===== src/rtl/prog_ctrl_pkg.sv =====
`default_nettype none
// ============================================================================
// Module      : prog_ctrl_pkg
// Description : Shared definitions for the program load / run / register dump
//               controller: controller state encoding and the default values
//               of the controller parameters.
// Revision    : 1.0 - initial release
// ============================================================================
package prog_ctrl_pkg;

    // Default parameter values
    localparam int c_IMEM_BYTES = 256;   // instruction memory capacity in bytes
    localparam int c_RUN_CYCLES = 4500;  // clk cycles the processor is enabled
    localparam int c_DUMP_FIRST = 16;    // first register dumped (inclusive)
    localparam int c_DUMP_LAST  = 23;    // last register dumped (inclusive)

    // Controller states
    typedef enum logic [3:0] {
        S_IDLE = 4'd0,
        S_LOAD = 4'd1,
        S_WR0  = 4'd2,
        S_WR1  = 4'd3,
        S_WR2  = 4'd4,
        S_WR3  = 4'd5,
        S_RUN  = 4'd6,
        S_DSET = 4'd7,
        S_DOUT = 4'd8,
        S_DONE = 4'd9
    } state_e;

endpackage
`default_nettype wire


===== src/rtl/word_byte_ser.sv =====
`default_nettype none
// ============================================================================
// Module      : word_byte_ser
// Description : Serialises one 32-bit word into four big-endian byte strobe
//               cycles (MSB first). Each byte carries its memory address; the
//               write enable is suppressed for addresses beyond IMEM_BYTES.
// Ports       : clk, rst_n      - clock, async active-low reset
//               load_i          - capture word_i / addr_i, start 4 strobes
//               word_i, addr_i  - word to split, address of its first byte
//               strobe_o        - a byte slot is active this cycle
//               we_o            - slot is active and its address is in range
//               byte_o, addr_o  - current byte and its address
// Revision    : 1.0 - initial release
// ============================================================================
module word_byte_ser
    import prog_ctrl_pkg::*;
#(
    parameter int IMEM_BYTES = c_IMEM_BYTES
) (
    input  logic        clk,
    input  logic        rst_n,
    input  logic        load_i,
    input  logic [31:0] word_i,
    input  logic [31:0] addr_i,
    output logic        strobe_o,
    output logic        we_o,
    output logic [7:0]  byte_o,
    output logic [31:0] addr_o
);

    localparam logic [31:0] c_LIMIT = 32'(IMEM_BYTES);

    logic [31:0] word_q;
    logic [31:0] addr_q;
    logic [31:0] addr_d;
    logic [1:0]  slot_q;
    logic [1:0]  slot_d;
    logic        strobe_q;
    logic        we_q;
    logic [7:0]  byte_q;

    // Byte slot s of a word, slot 0 being the most significant byte
    function automatic logic [7:0] pick_byte(input logic [31:0] w, input logic [1:0] s);
        logic [7:0] b;
        case (s)
            2'd0:    b = w[31:24];
            2'd1:    b = w[23:16];
            2'd2:    b = w[15:8];
            default: b = w[7:0];
        endcase
        return b;
    endfunction

    always_comb begin
        slot_d = slot_q + 2'd1;
        addr_d = addr_q + 32'd1;
    end

    always_ff @(posedge clk or negedge rst_n) begin
        if (!rst_n) begin
            word_q   <= '0;
            addr_q   <= '0;
            slot_q   <= '0;
            strobe_q <= 1'b0;
            we_q     <= 1'b0;
            byte_q   <= '0;
        end else if (load_i) begin
            // The first byte is presented in the cycle right after the load
            word_q   <= word_i;
            addr_q   <= addr_i;
            slot_q   <= 2'd0;
            strobe_q <= 1'b1;
            we_q     <= (addr_i < c_LIMIT);
            byte_q   <= word_i[31:24];
        end else if (strobe_q) begin
            if (slot_q == 2'd3) begin
                strobe_q <= 1'b0;
                we_q     <= 1'b0;
            end else begin
                slot_q <= slot_d;
                addr_q <= addr_d;
                we_q   <= (addr_d < c_LIMIT);
                byte_q <= pick_byte(word_q, slot_d);
            end
        end
    end

    assign strobe_o = strobe_q;
    assign we_o     = we_q;
    assign byte_o   = byte_q;
    assign addr_o   = addr_q;

endmodule
`default_nettype wire


===== src/rtl/prog_run_ctrl.sv =====
`default_nettype none
// ============================================================================
// Module      : prog_run_ctrl
// Description : Host-to-processor program controller. Accepts 32-bit program
//               words, writes them byte-wise into instruction memory, runs the
//               processor for RUN_CYCLES cycles, then dumps registers
//               DUMP_FIRST..DUMP_LAST over a valid/ready stream.
// Ports       : clk, rst_n                  - clock, async active-low reset
//               in_valid/in_ready/in_data/in_last - program word stream
//               write_data/write_address/We - instruction memory byte port
//               pc_enable                   - processor run enable
//               reg_file_address/reg_file_data - register debug read port
//               out_valid/out_ready/out_data/out_index - register dump stream
//               start, done                 - restart from DONE, dump finished
//               overflow                    - sticky: byte beyond IMEM_BYTES
// Revision    : 1.0 - initial release
// ============================================================================
module prog_run_ctrl
    import prog_ctrl_pkg::*;
#(
    parameter int IMEM_BYTES = c_IMEM_BYTES,
    parameter int RUN_CYCLES = c_RUN_CYCLES,
    parameter int DUMP_FIRST = c_DUMP_FIRST,
    parameter int DUMP_LAST  = c_DUMP_LAST
) (
    input  logic        clk,
    input  logic        rst_n,
    input  logic        in_valid,
    output logic        in_ready,
    input  logic [31:0] in_data,
    input  logic        in_last,
    output logic [7:0]  write_data,
    output logic [31:0] write_address,
    output logic        We,
    output logic        pc_enable,
    output logic [4:0]  reg_file_address,
    input  logic [31:0] reg_file_data,
    output logic        out_valid,
    input  logic        out_ready,
    output logic [31:0] out_data,
    output logic [4:0]  out_index,
    input  logic        start,
    output logic        done,
    output logic        overflow
);

    localparam logic [4:0]  c_IDX_FIRST = 5'(DUMP_FIRST);
    localparam logic [4:0]  c_IDX_LAST  = 5'(DUMP_LAST);
    localparam logic [31:0] c_RUN_LAST  = 32'(RUN_CYCLES - 1);

    state_e      state_q;
    logic        last_q;
    logic        in_ready_q;
    logic        pc_enable_q;
    logic [31:0] run_cnt_q;
    logic [31:0] byte_cnt_q;
    logic [31:0] byte_cnt_d;
    logic [4:0]  idx_q;
    logic [4:0]  rfa_q;
    logic        out_valid_q;
    logic [31:0] out_data_q;
    logic [4:0]  out_index_q;
    logic        done_q;
    logic        overflow_q;

    logic        w_accept;
    logic        w_ser_strobe;
    logic        w_ser_we;

    assign w_accept = in_valid && in_ready_q;

    // The serializer's strobe runs exactly during WR0..WR3, so the byte
    // counter and the serializer's address advance in lock step.
    word_byte_ser #(
        .IMEM_BYTES (IMEM_BYTES)
    ) u_ser (
        .clk      (clk),
        .rst_n    (rst_n),
        .load_i   (w_accept),
        .word_i   (in_data),
        .addr_i   (byte_cnt_q),
        .strobe_o (w_ser_strobe),
        .we_o     (w_ser_we),
        .byte_o   (write_data),
        .addr_o   (write_address)
    );

    always_comb begin
        byte_cnt_d = byte_cnt_q;
        if (w_ser_strobe) begin
            byte_cnt_d = byte_cnt_q + 32'd1;
        end else if ((state_q == S_DONE) && start) begin
            byte_cnt_d = '0;
        end
    end

    always_ff @(posedge clk or negedge rst_n) begin
        if (!rst_n) begin
            state_q     <= S_IDLE;
            last_q      <= 1'b0;
            in_ready_q  <= 1'b0;
            pc_enable_q <= 1'b0;
            run_cnt_q   <= '0;
            byte_cnt_q  <= '0;
            idx_q       <= c_IDX_FIRST;
            rfa_q       <= '0;
            out_valid_q <= 1'b0;
            out_data_q  <= '0;
            out_index_q <= '0;
            done_q      <= 1'b0;
            overflow_q  <= 1'b0;
        end else begin
            byte_cnt_q <= byte_cnt_d;

            // A strobed byte without write enable fell outside the memory
            if (w_ser_strobe && !w_ser_we) begin
                overflow_q <= 1'b1;
            end

            case (state_q)
                S_IDLE, S_LOAD: begin
                    if (w_accept) begin
                        state_q    <= S_WR0;
                        last_q     <= in_last;
                        in_ready_q <= 1'b0;
                    end else begin
                        in_ready_q <= 1'b1;
                    end
                end
                S_WR0: state_q <= S_WR1;
                S_WR1: state_q <= S_WR2;
                S_WR2: state_q <= S_WR3;
                S_WR3: begin
                    if (!last_q) begin
                        state_q    <= S_LOAD;
                        in_ready_q <= 1'b1;
                    end else if (RUN_CYCLES == 0) begin
                        state_q <= S_DSET;
                        rfa_q   <= idx_q;
                    end else begin
                        state_q     <= S_RUN;
                        pc_enable_q <= 1'b1;
                        run_cnt_q   <= '0;
                    end
                end
                S_RUN: begin
                    if (run_cnt_q == c_RUN_LAST) begin
                        state_q     <= S_DSET;
                        pc_enable_q <= 1'b0;
                        rfa_q       <= idx_q;
                    end else begin
                        run_cnt_q <= run_cnt_q + 32'd1;
                    end
                end
                S_DSET: begin
                    // reg_file_data answers the address presented this cycle
                    state_q     <= S_DOUT;
                    out_data_q  <= reg_file_data;
                    out_index_q <= idx_q;
                    out_valid_q <= 1'b1;
                end
                S_DOUT: begin
                    if (out_ready) begin
                        out_valid_q <= 1'b0;
                        if (idx_q == c_IDX_LAST) begin
                            state_q <= S_DONE;
                            done_q  <= 1'b1;
                            idx_q   <= c_IDX_FIRST;
                        end else begin
                            state_q <= S_DSET;
                            idx_q   <= idx_q + 5'd1;
                            rfa_q   <= idx_q + 5'd1;
                        end
                    end
                end
                S_DONE: begin
                    if (start) begin
                        state_q    <= S_IDLE;
                        done_q     <= 1'b0;
                        in_ready_q <= 1'b1;
                    end
                end
                default: begin
                    state_q    <= S_IDLE;
                    in_ready_q <= 1'b0;
                end
            endcase
        end
    end

    assign in_ready         = in_ready_q;
    assign We               = w_ser_we;
    assign pc_enable        = pc_enable_q;
    assign reg_file_address = rfa_q;
    assign out_valid        = out_valid_q;
    assign out_data         = out_data_q;
    assign out_index        = out_index_q;
    assign done             = done_q;
    assign overflow         = overflow_q;

endmodule
`default_nettype wire


===== config.mk =====
export PLATFORM = sky130hd
export DESIGN_NAME = prog_run_ctrl
export DESIGN_NICKNAME = d
export VERILOG_FILES = /design/src/rtl/prog_ctrl_pkg.sv /design/src/rtl/word_byte_ser.sv /design/src/rtl/prog_run_ctrl.sv
export SDC_FILE = /design/constraint.sdc
export NUM_CORES = 1
export LEC_CHECK = 0
export CAP_MARGIN = 20
export CORE_ASPECT_RATIO = 1.1
export CORE_MARGIN = 2
export CORE_UTILIZATION = 49
export DETAILED_ROUTE_END_ITERATION = 10
export GPL_TIMING_DRIVEN = 0
export PLACE_DENSITY = 0.77
export SLEW_MARGIN = 10
export SYNTH_ARGS = -nofsm -noshare
export SYNTH_HDL_FRONTEND = slang
export SYNTH_SLANG_ARGS = --single-unit

===== constraint.sdc =====
create_clock -name clk -period 2.6 [get_ports clk]
set_input_delay 0.52 -clock clk [delete_from_list [all_inputs] [get_ports clk]]
set_output_delay 0.52 -clock clk [all_outputs]
set_load 0.005 [all_outputs]

# Word-level counts from Yosys, hierarchy flattened
# Index checks and enable logic that the tools add are counted.
# classes
n_eq_ne	24
n_mux	46
n_div	0
order_cmp	2
n_reduce_logical	24
addsub	5
shift	0
n_bitwise	1
mul	0
# ops
op	n
$mux W32	7
$add A32 B1 Y32 const B	3
$lt A32 B9 Y1 const B	2
$pmux W32 S2	1
$pmux W4 S9	1
$eq A32 B13 Y1 const B	1
$mux W8	3
$pmux W8 S3	1
$mux W4	5
$mux W5	4
$eq A4 B3 Y1 const B	4
$ne A2 B2 Y1 const B	8
$mux W1	15
$reduce_and A4 Y1	3
$reduce_bool A2 Y1	6
$pmux W5 S2	1
$reduce_and A3 Y1	3
$eq A4 B2 Y1 const B	2
$eq A4 B4 Y1 const B	2
$reduce_and A2 Y1	4
$mux W2	3
$pmux W1 S2	3
$reduce_or A6 Y1	1
$add A5 B1 Y5 const B	1
other kinds (14)	18
# totals
in_bits	70
latchBits	0
mem_bits_rw	0
word_cells	121
reg_bits	197
mem_count	0
mem_bits_ro	0
out_inout_bits	88

# Logic depth before layout (Yosys ltp)
# depth
word_depth	6
ltp_mapped	10
ltp_nobuf	8

# Modules after synthesis
# A second synthesis with hierarchy kept.
# hier_totals
cells_unflattened	1020
area_unflattened_um2	10242.3
# by_module_without_submodules
module	cells_each	instances	area_per_inst_um2	seq_area_each_um2
prog_run_ctrl	590	1	6045.8	3029.2
word_byte_ser	430	1	4196.5	1901.8

# Worst setup path after synthesis
# Ideal clock, no wire load.
# synth_timing
path_type	register -> register
start	reg u_ser.addr_q[17], in the netlist u_ser.addr_o[17]
end	reg u_ser.we_q, in the netlist u_ser.we_o
setup_ns	0.092
path_buffers	3
path_slack_ns	0.103
arrival_time_ns	2.405
required_ns	2.508
path_stages_with_launch	11
synth_period_minus_slack_ns	2.497
path_cell_list	dfrtp_1 > buf_2 > and4_1 > clkbuf_1 > and3_1 > clkbuf_1 > a2111oi_0 > mux2_1 > a21oi_1 > or4_1 > o31ai_2
# synth_between
elab_chain_cells	5
# synth_lines
item	line	source
from (decl)	word_byte_ser.sv:34	logic [31:0] addr_q;
from (signal assigned)	word_byte_ser.sv:70	addr_q <= addr_i;
from (signal assigned)	word_byte_ser.sv:81	addr_q <= addr_d;
$add A32 B1 Y32	word_byte_ser.sv:56	addr_d = addr_q + 32'd1;
$lt A32 B9 Y1	word_byte_ser.sv:82	we_q <= (addr_d < c_LIMIT);
$mux W1	word_byte_ser.sv:76	if (slot_q == 2'd3) begin
$mux W1	word_byte_ser.sv:75	end else if (strobe_q) begin
$mux W1	word_byte_ser.sv:67	end else if (load_i) begin
to (signal assigned)	word_byte_ser.sv:73	we_q <= (addr_i < c_LIMIT);
to (signal assigned)	word_byte_ser.sv:82	
to (decl)	word_byte_ser.sv:39	logic we_q;
# Every way passes these cells. The select of a mux whose other input is x is not followed.
# A chain may end at the register's enable or synchronous reset.

# Worst setup path after layout
# layout_timing
start	reg u_ser.addr_q[10], in the netlist u_ser.addr_o[10]
end	reg u_ser.we_q, in the netlist u_ser.we_o
# Same word-level chain as after synthesis.

==> impl_results.md <==
* Routed Antenna Nets at 0
* Fill cells at 1601
* Vias per cell at around 5.7
* Synth top area cells: dfrtp_1 (50%), nand2_1 (7.7%), nor2_1 (4.6%)
* Yosys cell types at 55
* Power Internal at 8120 µW
* Routed via count at around 9000
* Crit path capture type: register
* # IOs at 158
* Switching fraction of total power at between 30 and 40%
* #FFs+latches synth at 197
* Slew Limit Fails at 0
* Buffers on Ports at 157
* Initial antenna violation count at 0
* First-pass GRT wire length at 41.9 mm
* Setup Total Neg Slack at 0 ps
* Net Count, Synth at about 1200
* Status: finished, final reports clean
* Die ar. at between 0.02 and 0.025 mm²
* Combinational share of power at about two fifths
* Post-synth EDFFs at 0
* CTS tree: built
* Pin count of the biggest net entering global routing at 106
* Core outline area at 0.0197 mm²
* Final Wtd Congestion at 0.885
* Post-route minimum period at 2540 ps
* F_max at 0.394 GHz
* Crit-path max cell delay at 540 ps
* Final Cycle Share at 97.6%
* CP most frequent cell: buf_4
* Switch Pwr at 4820 µW
* DRC at 0
* Hold slack at 72.9 ps
* Cell count after synthesis at 1073
* Crit-path cells: nand4_1, buf_4, nor4_4, buf_4, a2111oi_4, mux2_4, a21oi_1, or4_1, o31ai_2
* Final Net Count at 1349
* Headroom to the max-slew limit at 44.6%
* Startpoint Class: register
* Reg2reg path depth at 9
* Mapped Area at 0.00980 mm²
* Clock Skew at 9.66 ps
* Max-Cap Viols at 0
* CP Data Arrival Time at around 2900 ps
* Clock power frac at about a fifth
* Ant diodes at 0
* Avg Cell Area, Syn at 9.13 µm²
* Layout Cells excl Fill at 1535
* Post-DP HPWL at between 15 and 20 mm
* Slew @ Worst Pin at between 800 and 900 ps
* VDD IR max at 0.619 mV
* Hold Buf Count CTS at 0
* Routed length per instance at about 17 µm
* Reg clk slew, reported paths at roughly 80 ps
* Synth Flop Type: dfrtp_1
* Worst EP required at 2940 ps
* H-tree Lvls at 4
* Crit Path Max Fanout at 8
* Root Driver: clkbuf_16
* Synth Warn # at 0
* Post-Route WL at between 20 and 30 mm
* Sequential power share at 39.8%
* Dpl ws at -402 ps
* Final WS setup at 61.9 ps
* Clock Latency Late Sink at 430 ps
* Most common cell in the netlist: nand2_1
* Vias in the first global route at 8372
* Register area share after synthesis at 50.3%
* Area leader, netlist: dfrtp_1
* Top-area cell type share of the netlist area at 50.1%
* GRT Util Overall at between 20% and 30%
* Clock buffer depth at 2
* Async set-reset flop share out of synthesis at 100%
* Grt total ovfl at 0
* FP Rows at 54
* DR iter-0 viols at between 800 and 900
* Most frequent cells after synthesis: nand2_1 (200), dfrtp_1 (196), nor2_1 (120), a21oi_1 (80), nand3_1 (50)
* Die X at 139 µm
* Layout area overhead at 28.3%
* Fraction of layout cells with a size suffix above 1 at 10.1%
* Die height at 152 µm
* CTS buffer count at 17
* Final setup viols at 0
* Critical setup path kind: register to register
* Pleak at 0.00525 µW
* DR pass1 iterations at 6
* Clock Sinks at 197
* Tightest Hold Check Type: primary input to async pin
* PD cells at approximately 1000 mW/mm²
* Fin. Hold Viols at 0
* Initial Utilization at 49.7%
* Placed Cells at 1483
* Slowest cell on crit path: or4_1
cell usage in the layout, fill, tap and decap left out, types with 32 or more instances in the layout:
master / count
o21ai_0: 49
clkdlybuf4s50_1: 156
xor2_1: 32
nor2_1: 119
nand2_1: 200
dfrtp_1: 181
clkbuf_1: 38
mux2_2: 36
a21oi_1: 80
nand3_1: 49
metrics by stage:
stage	total power [µW]	utilization (%)	area, µm²
final	12900	63.7	12600
after global routing	13700	63.7	12600
after CTS	12600	62.6	12400
after detailed placement	9890	59.4	11700
after global placement	9740	59.2	11700
after floorplan	7630	-	9800
power by group through the flow:
stage | clock network (µW) | logic (µW) | registers [µW]
4_1_cts | 2690 | 4860 | 5090
3_3_place_gp | 0 | 4650 | 5090
2_1_floorplan | 0 | 2700 | 4930
5_1_grt | 2820 | 5620 | 5290
3_5_place_dp | 0 | 4760 | 5120
6_report | 2660 | 5130 | 5150
routing by layer:
layer	track usage (%)	up-vias	wire length, µm
li1	-	4149	-
met1	31.9	4144	10700
met2	38.8	429	12300
met3	6.07	68	2070
met4	8.03	0	635
met5	0	-	0
cell families after synthesis:
family | Yosys count | share of synthesized area [%]
fa+ha+maj | 9 | 1.15
buf+inv | 73 | 2.82
flops | 197 | 50.3
mux | 47 | 5.27
compound gates | 185 | 11.1
xor+xnor | 63 | 5.63
simple gates | 499 | 23.7
worst max-delay path, delay by kind of cell (launching register included):
kind,cells,cell delay [ps]
compound gates,3,550
buf+inv,2,360
flops,1,460
mux,1,200
simple gates,3,870
flip-flops by register name, summed over array words and instances (netlist names):
signal	count
byte_cnt_q	32
out_data	32
run_cnt_q	32
u_ser.addr_o	32
u_ser.word_q	32
u_ser.byte_o	8
idx_q	5
out_index	5
reg_file_address	5
state_q	4
u_ser.slot_q	2
done	1
in_ready	1
last_q	1
out_valid	1
overflow	1
pc_enable	1
u_ser.strobe_o	1
u_ser.we_o	1
final cells by class:
cell class	instances	area (µm²)	share of cell area, %
plain buffers	50	198	1.57
clock buffers	19	453	3.60
clock inverters	13	136	1.09
well taps	252	315	2.51
multi-input cells	803	4660	37.1
flip-flops and latches	197	4950	39.4
repair buffers	183	1790	14.3
inverters	18	67.6	0.538
timing repair:
item / in CTS / in global routing
setup endpoints to repair: 5 / 21
setup buffers: 1 / 24
pin swaps: 2 / 3
resized for setup: 11 / 26
worst paths after layout:
check / slack [ps] / startpoint / end
max: 60 / u_ser.addr_o[10] / u_ser.we_o
min: 70 / rst_n / u_ser.word_q[20]
max reg2reg: 60 / u_ser.addr_o[10] / u_ser.we_o
min reg2reg: 470 / overflow / overflow
max in group asynchronous: 1550 / rst_n / u_ser.addr_o[18]
min in group clk: 470 / overflow / overflow
(Power assumes the default switching activity.)
